`config.mk`:
```
export PLATFORM = sky130hd
export DESIGN_NAME = imp_sweep_seq_flat
export DESIGN_NICKNAME = d
export VERILOG_FILES = /design/src/rtl/imp_sweep_seq_pkg.sv /design/src/rtl/imp_sweep_seq_if.sv /design/src/rtl/imp_sweep_seq_step_div.sv /design/src/rtl/imp_sweep_seq.sv /design/src/flat_wrapper.sv
export SDC_FILE = /design/constraint.sdc
export NUM_CORES = 1
export LEC_CHECK = 0
export ABC_AREA = 1
export ABC_CLOCK_PERIOD_IN_PS = 4400
export BUFFER_PORTS_ARGS = -buffer_cell sky130_fd_sc_hd__buf_2
export CAP_MARGIN = 20
export CELL_PAD_IN_SITES_DETAIL_PLACEMENT = 1
export CELL_PAD_IN_SITES_GLOBAL_PLACEMENT = 1
export CORE_MARGIN = 4
export CORE_UTILIZATION = 44
export DETAILED_ROUTE_END_ITERATION = 8
export PLACE_DENSITY_LB_ADDON = 0.1
export SLEW_MARGIN = 20
export SYNTH_ARGS = -nofsm -noshare
export SYNTH_HDL_FRONTEND = slang
export SYNTH_SLANG_ARGS = --single-unit
```
`constraint.sdc`:
```
create_clock -name Clk -period 4.4 [get_ports Clk]
set_input_delay 1.32 -clock Clk [delete_from_list [all_inputs] [get_ports Clk]]
set_output_delay 1.32 -clock Clk [all_outputs]
set_load 0.01 [all_outputs]
```
`src/rtl/imp_sweep_seq_pkg.sv`:
```
// Shared types and constants for the impedance frequency-sweep sequencer.
package imp_sweep_pkg;

    // Sequencer states, one per phase of a frequency point.
    typedef enum logic [2:0] {
        IDLE   = 3'd0,
        SETTLE = 3'd1,
        MEAS   = 3'd2,
        ACQ_I  = 3'd3,
        ACQ_Q  = 3'd4,
        NEXT   = 3'd5,
        DONE   = 3'd6
    } sweep_state_e;

    // StepNum encodings understood by the DAC controller.
    localparam logic STEPS_32 = 1'b0;
    localparam logic STEPS_16 = 1'b1;

    // States in which the DAC is running and receives step strobes.
    function automatic logic is_strobing(sweep_state_e s);
        return (s == SETTLE) || (s == MEAS) || (s == ACQ_I) || (s == ACQ_Q);
    endfunction

endpackage

```
`src/rtl/imp_sweep_seq_if.sv`:
```
// DAC-controller and ADC front-end pins driven/observed by the sequencer.
interface imp_sweep_if;

    // DAC controller side
    logic CountEnable;
    logic StepNum;
    logic DacResetn;
    logic IP;

    // ADC front-end side
    logic AdcReady;
    logic AdcDone;
    logic AdcStartI;
    logic AdcStartQ;

    // Sequencer view
    modport master (
        output CountEnable, StepNum, DacResetn, AdcStartI, AdcStartQ,
        input  IP, AdcReady, AdcDone
    );

    // DAC controller / ADC view
    modport slave (
        input  CountEnable, StepNum, DacResetn, AdcStartI, AdcStartQ,
        output IP, AdcReady, AdcDone
    );

endinterface

```
`src/rtl/imp_sweep_seq_step_div.sv`:
```
// Loadable down-counter: ticks when it reaches zero, then reloads to div,
// so the tick repeats every div+1 cycles. clr parks it at zero so the very
// next enabled cycle ticks immediately.
module imp_step_div #(
    parameter int DIV_W = 8
) (
    input  logic             clk,
    input  logic             srst,
    input  logic             clr,
    input  logic [DIV_W-1:0] div,
    output logic             tick
);

    logic [DIV_W-1:0] cnt_q;
    logic [DIV_W-1:0] cnt_d;

    // Next count: park at zero when cleared, reload on tick, else count down.
    always_comb begin
        cnt_d = cnt_q;
        if (clr) begin
            cnt_d = '0;
        end else if (cnt_q == '0) begin
            cnt_d = div;
        end else begin
            cnt_d = cnt_q - DIV_W'(1);
        end
    end

    // Counter register.
    always_ff @(posedge clk) begin
        if (srst) begin
            cnt_q <= '0;
        end else begin
            cnt_q <= cnt_d;
        end
    end

    assign tick = (cnt_q == '0);

endmodule

```
`src/rtl/imp_sweep_seq.sv`:
```
// Frequency-sweep sequencer: steps the DAC controller through NumPoints+1
// frequency points (divider halves each point), settles and measures on IP
// periods, then runs an I-then-Q ADC acquisition handshake per point.
module imp_sweep_seq
    import imp_sweep_pkg::*;
#(
    parameter int NPTS_W = 4,
    parameter int DIV_W  = 8,
    parameter int PER_W  = 8
) (
    input  logic              Clk,
    input  logic              Reset,
    input  logic              Start,
    input  logic              Abort,
    input  logic [NPTS_W-1:0] NumPoints,
    input  logic [DIV_W-1:0]  DivBase,
    input  logic [PER_W-1:0]  SettlePeriods,
    input  logic [PER_W-1:0]  MeasPeriods,
    input  logic              StepMode,
    imp_sweep_if.master       bus,
    output logic [NPTS_W-1:0] PointIdx,
    output logic              Busy,
    output logic              Done
);

    sweep_state_e      state_q, state_d;
    logic [NPTS_W-1:0] point_idx_q, point_idx_d;
    logic [NPTS_W-1:0] cfg_npts_q, cfg_npts_d;
    logic [DIV_W-1:0]  cfg_div_q, cfg_div_d;
    logic [PER_W-1:0]  cfg_settle_q, cfg_settle_d;
    logic [PER_W-1:0]  cfg_meas_q, cfg_meas_d;
    logic              cfg_step_q, cfg_step_d;
    logic [PER_W-1:0]  per_cnt_q, per_cnt_d;
    logic              ip_q;
    logic              issued_q, issued_d;
    logic              start_i_q, start_i_d;
    logic              start_q_q, start_q_d;
    logic              busy_q, busy_d;
    logic              done_q, done_d;
    logic              dac_resetn_q, dac_resetn_d;

    logic              ip_rise;
    logic [PER_W-1:0]  meas_target;
    logic [DIV_W-1:0]  div_cur;
    logic              strobing;
    logic              div_tick;

    assign ip_rise     = bus.IP & ~ip_q;
    assign meas_target = (cfg_meas_q == '0) ? PER_W'(1) : cfg_meas_q;
    assign div_cur     = cfg_div_q >> point_idx_q;
    assign strobing    = is_strobing(state_q);

    // Step divider; held at zero outside strobing states so each point's
    // first strobe lands on the first cycle of SETTLE.
    imp_step_div #(
        .DIV_W (DIV_W)
    ) u_step_div (
        .clk  (Clk),
        .srst (Reset),
        .clr  (~strobing),
        .div  (div_cur),
        .tick (div_tick)
    );

    // Next-state, config latch, handshake and registered-output decode.
    always_comb begin
        state_d      = state_q;
        point_idx_d  = point_idx_q;
        cfg_npts_d   = cfg_npts_q;
        cfg_div_d    = cfg_div_q;
        cfg_settle_d = cfg_settle_q;
        cfg_meas_d   = cfg_meas_q;
        cfg_step_d   = cfg_step_q;
        issued_d     = issued_q;
        start_i_d    = 1'b0;
        start_q_d    = 1'b0;
        per_cnt_d    = per_cnt_q;

        case (state_q)
            IDLE: begin
                if (Start) begin
                    state_d      = SETTLE;
                    point_idx_d  = '0;
                    cfg_npts_d   = NumPoints;
                    cfg_div_d    = DivBase;
                    cfg_settle_d = SettlePeriods;
                    cfg_meas_d   = MeasPeriods;
                    cfg_step_d   = StepMode;
                end
            end
            SETTLE: begin
                if (per_cnt_q >= cfg_settle_q) begin
                    state_d = MEAS;
                end
            end
            MEAS: begin
                if (per_cnt_q >= meas_target) begin
                    state_d = ACQ_I;
                end
            end
            ACQ_I: begin
                if (!issued_q) begin
                    if (bus.AdcReady) begin
                        start_i_d = 1'b1;
                        issued_d  = 1'b1;
                    end
                end else if (bus.AdcDone) begin
                    state_d = ACQ_Q;
                end
            end
            ACQ_Q: begin
                if (!issued_q) begin
                    if (bus.AdcReady) begin
                        start_q_d = 1'b1;
                        issued_d  = 1'b1;
                    end
                end else if (bus.AdcDone) begin
                    state_d = NEXT;
                end
            end
            NEXT: begin
                if (point_idx_q == cfg_npts_q) begin
                    state_d = DONE;
                end else begin
                    point_idx_d = point_idx_q + NPTS_W'(1);
                    state_d     = SETTLE;
                end
            end
            DONE: begin
                state_d = IDLE;
            end
            default: begin
                state_d = IDLE;
            end
        endcase

        // Abort overrides everything: back to IDLE, nothing latched, index held.
        if (Abort) begin
            state_d      = IDLE;
            point_idx_d  = point_idx_q;
            cfg_npts_d   = cfg_npts_q;
            cfg_div_d    = cfg_div_q;
            cfg_settle_d = cfg_settle_q;
            cfg_meas_d   = cfg_meas_q;
            cfg_step_d   = cfg_step_q;
            start_i_d    = 1'b0;
            start_q_d    = 1'b0;
        end

        // Period counter and issue flag restart on every state entry;
        // the counter saturates instead of wrapping.
        if (state_d != state_q) begin
            per_cnt_d = '0;
            issued_d  = 1'b0;
        end else if (ip_rise && (per_cnt_q != '1)) begin
            per_cnt_d = per_cnt_q + PER_W'(1);
        end

        busy_d       = (state_d != IDLE) && (state_d != DONE);
        done_d       = (state_d == DONE);
        dac_resetn_d = is_strobing(state_d);
    end

    // State, configuration and registered outputs.
    always_ff @(posedge Clk) begin
        if (Reset) begin
            state_q      <= IDLE;
            point_idx_q  <= '0;
            cfg_npts_q   <= '0;
            cfg_div_q    <= '0;
            cfg_settle_q <= '0;
            cfg_meas_q   <= '0;
            cfg_step_q   <= STEPS_32;
            per_cnt_q    <= '0;
            ip_q         <= 1'b0;
            issued_q     <= 1'b0;
            start_i_q    <= 1'b0;
            start_q_q    <= 1'b0;
            busy_q       <= 1'b0;
            done_q       <= 1'b0;
            dac_resetn_q <= 1'b0;
        end else begin
            state_q      <= state_d;
            point_idx_q  <= point_idx_d;
            cfg_npts_q   <= cfg_npts_d;
            cfg_div_q    <= cfg_div_d;
            cfg_settle_q <= cfg_settle_d;
            cfg_meas_q   <= cfg_meas_d;
            cfg_step_q   <= cfg_step_d;
            per_cnt_q    <= per_cnt_d;
            ip_q         <= bus.IP;
            issued_q     <= issued_d;
            start_i_q    <= start_i_d;
            start_q_q    <= start_q_d;
            busy_q       <= busy_d;
            done_q       <= done_d;
            dac_resetn_q <= dac_resetn_d;
        end
    end

    // CountEnable is the only combinational output: divider tick gated by state.
    assign bus.CountEnable = div_tick & strobing;
    assign bus.StepNum     = cfg_step_q;
    assign bus.DacResetn   = dac_resetn_q;
    assign bus.AdcStartI   = start_i_q;
    assign bus.AdcStartQ   = start_q_q;
    assign PointIdx        = point_idx_q;
    assign Busy            = busy_q;
    assign Done            = done_q;

endmodule

```
`src/flat_wrapper.sv`:
```
// flat-port wrapper written by rule: the top's interface ports become plain ports
module imp_sweep_seq_flat import imp_sweep_pkg::*;
#(
    parameter int NPTS_W = 4,
    parameter int DIV_W  = 8,
    parameter int PER_W  = 8
)
  (Clk, Reset, Start, Abort, NumPoints, DivBase, SettlePeriods, MeasPeriods, StepMode, PointIdx, Busy, Done, bus_CountEnable, bus_StepNum, bus_DacResetn, bus_AdcStartI, bus_AdcStartQ, bus_IP, bus_AdcReady, bus_AdcDone);
  imp_sweep_if bus_i ();
  input  logic Clk;
  input  logic Reset;
  input  logic Start;
  input  logic Abort;
  input  logic [NPTS_W-1:0] NumPoints;
  input  logic [DIV_W-1:0] DivBase;
  input  logic [PER_W-1:0] SettlePeriods;
  input  logic [PER_W-1:0] MeasPeriods;
  input  logic StepMode;
  output logic [NPTS_W-1:0] PointIdx;
  output logic Busy;
  output logic Done;
  output wire logic [$bits(bus_i.CountEnable)-1:0] bus_CountEnable;
  output wire logic [$bits(bus_i.StepNum)-1:0] bus_StepNum;
  output wire logic [$bits(bus_i.DacResetn)-1:0] bus_DacResetn;
  output wire logic [$bits(bus_i.AdcStartI)-1:0] bus_AdcStartI;
  output wire logic [$bits(bus_i.AdcStartQ)-1:0] bus_AdcStartQ;
  input wire logic [$bits(bus_i.IP)-1:0] bus_IP;
  input wire logic [$bits(bus_i.AdcReady)-1:0] bus_AdcReady;
  input wire logic [$bits(bus_i.AdcDone)-1:0] bus_AdcDone;
  assign bus_CountEnable = bus_i.CountEnable;
  assign bus_StepNum = bus_i.StepNum;
  assign bus_DacResetn = bus_i.DacResetn;
  assign bus_AdcStartI = bus_i.AdcStartI;
  assign bus_AdcStartQ = bus_i.AdcStartQ;
  assign bus_i.IP = bus_IP;
  assign bus_i.AdcReady = bus_AdcReady;
  assign bus_i.AdcDone = bus_AdcDone;
  imp_sweep_seq #(.NPTS_W(NPTS_W), .DIV_W(DIV_W), .PER_W(PER_W)) u_core (.Clk(Clk), .Reset(Reset), .Start(Start), .Abort(Abort), .NumPoints(NumPoints), .DivBase(DivBase), .SettlePeriods(SettlePeriods), .MeasPeriods(MeasPeriods), .StepMode(StepMode), .bus(bus_i), .PointIdx(PointIdx), .Busy(Busy), .Done(Done));
endmodule
```
## After elaboration in Yosys (flattened, before gate mapping)

Cells that the tools add are included.

| storage, ports and cells | value |
|---|---|
| input port bits | 36 |
| flip-flop bits (word level) | 59 |

| operators by class | value |
|---|---|
| multiplexer cells | 18 |
| reductions and logical operators | 20 |
| magnitude comparators | 2 |
| shifts and indexed selects | 1 |
| bitwise gates (word level) | 7 |
| eq/ne operators | 16 |
| add/sub/neg operators | 3 |

Operators by type and width:

| operator | count |
|---|---|
| 2-to-1 mux 3 bit | 9 |
| one-hot mux 3 bit (6 select lines) | 1 |
| greater-or-equal comparator 8 bit | 2 |
| logical NOT 8 bit | 2 |
| 2-to-1 mux 8 bit | 2 |
| equality test 3 x 2 -> 1 bit (second input constant) | 4 |
| equality test 3 bit (second input constant) | 4 |
| adder 8 x 1 -> 8 bit (second input constant) | 1 |
| 2-to-1 mux 4 bit | 2 |
| inequality test 8 bit (second input constant) | 1 |
| one-hot mux 4 bit (2 select lines) | 1 |
| right shift 8 x 4 -> 8 bit | 1 |
| subtractor 8 x 1 -> 8 bit (second input constant) | 1 |
| equality test 3 x 1 -> 1 bit (second input constant) | 2 |
| logical OR 1 bit | 6 |
| OR reduction 2 bit | 3 |
| OR reduction 3 bit | 2 |
| NOT 1 bit | 5 |
| adder 4 x 1 -> 4 bit (second input constant) | 1 |
| equality test 4 bit | 1 |
| inequality test 2 bit (second input constant) | 2 |
| AND reduction 4 bit | 1 |
| logical NOT 3 bit | 1 |
| 2-to-1 mux 1 bit | 3 |
| 7 further kinds | 9 |

## Depth between registers and ports, before layout

| logic depth | value |
|---|---|
| word-level depth | 10 |
| mapped depth | 17 |

## Modules after synthesis

Synthesis repeated with hierarchy kept, for this count alone.

| second synthesis, totals | value |
|---|---|
| cell total of the unflattened synthesis | 466 |
| area total of the unflattened synthesis | 3334.4 µm² |

By module, submodules not included:

| module | cells an instance | instances | sequential area each (µm²) | area an instance (µm²) |
|---|---|---|---|---|
| imp_sweep_seq | 395 | 1 | 1021.0 | 2834.0 |
| imp_step_div | 71 | 1 | 160.2 | 500.5 |

## Least setup slack after synthesis

Ideal clock, no wire load.

| path | value |
|---|---|
| kind | register to output |
| start point | register u_core.u_step_div.cnt_q[0] |
| end point | output port bus_CountEnable |
| data required time | 3.080 ns |
| slack | 2.012 ns |
| cell stages (with the launch flop) | 8 |
| buffers on the path | 0 |
| arrival time | 1.068 ns |
| cells stage by stage | dfxtp_1 inv_1 ha_1 nor3b_1 nand2_1 inv_1 nand2_1 inv_1 |

| between the ends | value |
|---|---|
| longest elaborated chain between the ends | 2 |

RTL lines:

| item | line | text |
|---|---|---|
| from (decl) | imp_sweep_seq_step_div.sv:14 | `logic [DIV_W-1:0] cnt_q;` |
| from (signal assigned) | imp_sweep_seq_step_div.sv:34 | `cnt_q <= cnt_d;` |
| logical NOT 8 bit | imp_sweep_seq_step_div.sv:38 | `assign tick = (cnt_q == '0);` |
| bitwise AND 1 bit | imp_sweep_seq.sv:202 | `assign bus.CountEnable = div_tick & strobing;` |
| to (decl) | flat_wrapper.sv:22 | `output wire logic [$bits(bus_i.CountEnable)-1:0] bus_CountEnable;` |

Every way passes these cells.

## Final worst setup path

Ends and elaborated chain as after synthesis.

==> qor.txt <==
Setup WS post-layout = 1.31 ns
Hold Path Origin = u_core.cfg_settle_q[5]$_SDFFE_PP0P_
worst vdd ir = 0.000159 V
clk_lat worst skew = 0.34 ns
total number of vias = 3111
Hold Path End = u_core.cfg_settle_q[5]$_SDFFE_PP0P_
Synth Area per Inst = 6.88 um2
Slew Limit Fails = 0
Reg clk slew, reported paths = 0.07 ns
Post-route DRC = 0
mean routed wirelength per cell = 14.5 um
HPWL Detailed = 6320 um
# rows = 30
# hold bufs at CTS = 0
Max Clk Rate = 323 MHz
First DRT Iteration DRCs = 87
Seq/Total Area, Yosys = 0.373
depth of the worst register-to-register path = 16
Critical Path RT = 3.08 ns
GP Congestion = 0.825
Crit Path Class = reg -> out
RSZ-0062 raised after global routing = false
Leak = 1.80 nW
core area = 6910 um2
vias in the first global route = 3296
Post CTS Setup Buffer Count = 0
setup TNS = 0 ns
Max-Cap Viols = 0
hold slack = 0.465 ns
Netlist cell types = 31
Post-Place Setup Slack = 1.52 ns
die area = 8610 um2
synthesized cell area = 3160 um2
register-to-register setup slack = 2.16 ns
DR vias/cell = 5.13
first-pass iteration count of the detailed router = 4
status = completed
num ports = 47
global-route wire length before repair = 14800 um
hold-critical path depth = 2
post-route ant nets = 0
initial antenna violation count = 0
DRT Wirelength = 8830 um
worst slew pin tran = 0.859 ns
HP Class = reg -> reg
Crit Reg-Reg Startpoint = u_core.cfg_meas_q[7]$_SDFFE_PP0P_
deepest clock path buffer count = 2
final clock skew = 0.0101 ns
final hold vios = 0
die width = 92.8 um
fraction of layout cells with a size suffix above 1 = 0.159
Critical Path Fanout Max = 9
antenna cells = 0
Remaining Overflow, GRT = 0
CTS tree = built
pin count of the biggest net entering global routing = 42
pwr dens = 379 nW/um2
Ys Warns = 0
minimum clock period = 3.09 ns
number of synthesized register bits = 59
Initial Util = 0.458
Port-buffer cells = 46
post-CTS sizing = 0
die height = 92.8 um
relative slew slack = 0.427
# H-tree levels = 3
final setup violation count = 0
syn nets = 516
Startpoint Class = flop
CTS Buf Count = 9
P&R area growth vs syn = 17.5%
total global-route track usage = 0.217
end of the worst register-to-register path = u_core.issued_q$_SDFFE_PP0P_
Clock Root Buffer = clkbuf_8
crit share post-route = 0.703
crit end category = output pin
Final nets = 562
Worst Path Arrival = 1.77 ns
CTS sink cnt = 59
Post-Synthesis Cells = 460
-- how the worst max path moves through the flow --
| stage | start | to | slack (ns) | cells after the start |
|---|---|---|---|---|
| finish | u_core.u_step_div.cnt_q[0]$_SDFF_PP0_ | bus_CountEnable | 1.31 | 8 |
| global route | u_core.u_step_div.cnt_q[0]$_SDFF_PP0_ | bus_CountEnable | 1.16 | 8 |
| CTS | u_core.u_step_div.cnt_q[0]$_SDFF_PP0_ | bus_CountEnable | 1.29 | 8 |
| detailed placement | Reset | u_core.u_step_div.cnt_q[7]$_SDFF_PP0_ | 1.52 | 4 |
| global placement | Reset | u_core.per_cnt_q[3]$_SDFFE_PP0P_ | 1.59 | 6 |
| floorplan | u_core.u_step_div.cnt_q[0]$_SDFF_PP0_ | bus_CountEnable | 2.01 | 7 |
-- flip-flops by register name (all words and copies together) (netlist names) --
name                     flops
u_core.u_step_div.cnt_q      8
u_core.ip_q                  1
u_core.cfg_settle_q          8
u_core.cfg_npts_q            4
u_core.Done                  1
u_core.Busy                  1
u_core.state_q               3
u_core.cfg_meas_q            8
u_core.bus.DacResetn         1
u_core.per_cnt_q             8
u_core.bus.AdcStartQ         1
u_core.issued_q              1
u_core.bus.AdcStartI         1
u_core.bus.StepNum           1
u_core.PointIdx              4
u_core.cfg_div_q             8
-- cell usage after synthesis, drive strengths merged --
cell type | instances | area [um2]
nand2 | 92 | 360
nor2 | 75 | 294
inv | 64 | 240
dfxtp | 59 | 1180
a21oi | 40 | 200
o21ai | 38 | 190
ha | 20 | 250
nand3 | 20 | 105
clkbuf | 11 | 42.5
xor2 | 8 | 70.1
nor3 | 7 | 35.0
nand4 | 4 | 25.0
o211ai | 3 | 22.5
a211oi | 2 | 15.0
buf | 2 | 10.0
mux2i | 2 | 20.0
o21a | 2 | 15.0
o311ai | 2 | 17.5
or2 | 2 | 12.5
a21boi | 1 | 7.51
a41o | 1 | 10.0
nor3b | 1 | 7.51
nor4 | 1 | 6.26
o21bai | 1 | 7.51
o221ai | 1 | 8.76
xnor2 | 1 | 8.76
-- kinds of logic after synthesis --
family                   after synthesis  synth area share
AND/OR/NAND/NOR                      202             0.267
AO/OA/AOI/OAI                         91             0.156
buffers and inverters                 77            0.0926
flip-flops                            59             0.373
adder cells (fa/ha/maj)               20            0.0791
XOR/XNOR                               9            0.0249
multiplexers                           2           0.00633
-- cell type report --
type	instances	area [um2]
fill	950	3190
sequential	59	1180
clock inverter	5	100
tap	96	120
inverter	64	240
timing repair buffer	48	245
multi-input combinational	324	1690
clock buffer	11	141
-- worst max-delay path, cell delays in order, from the launching register on --
cell	delay, ns
dfxtp_1	0.30
inv_1	0.13
ha_1	0.18
nor3b_1	0.18
nand2_1	0.24
inv_1	0.17
nand2_1	0.07
inv_1	0.05
buf_2	0.12
-- placed cells by master, fill, tap and decap left out, drive strengths merged, types with 7 or more instances in the layout --
| master | Yosys | routed |
|---|---|---|
| xor2 | 8 | 8 |
| nand2 | 92 | 92 |
| ha | 20 | 20 |
| a21oi | 40 | 40 |
| nand3 | 20 | 20 |
| dfxtp | 59 | 59 |
| clkbuf | 11 | 11 |
| o21ai | 38 | 38 |
| nor2 | 75 | 75 |
| nor3 | 7 | 7 |
| inv | 64 | 64 |
| buf | 2 | 48 |
-- report_power, final --
part | switching [mW] | leakage, nW | internal, mW
clock network | 0.224 | 0.123 | 0.390
logic | 0.137 | 1.19 | 0.0791
registers | 0.0192 | 0.482 | 0.561
total | 0.380 | 1.80 | 1.03
-- metal layers --
layer | up-vias | routed length, um | track usage
li1 | 1574 | - | -
met1 | 1469 | 3820 | 0.249
met2 | 51 | 4590 | 0.392
met3 | 17 | 250 | 0.0366
met4 | 0 | 168 | 0.0940
met5 | - | 0 | 0
-- metrics by stage --
stage | power (mW) | cell area (um2) | utilization | std cells
floorplan | 0.737 | 3160 | - | 460
global placement | 0.795 | 3480 | 0.503 | 591
detailed placement | 0.805 | 3480 | 0.503 | 591
CTS | 1.42 | 3720 | 0.538 | 607
global route | 1.48 | 3720 | 0.538 | 607
finish | 1.41 | 3720 | 0.538 | 607
Note: power is estimated with default switching activity, not from simulation.
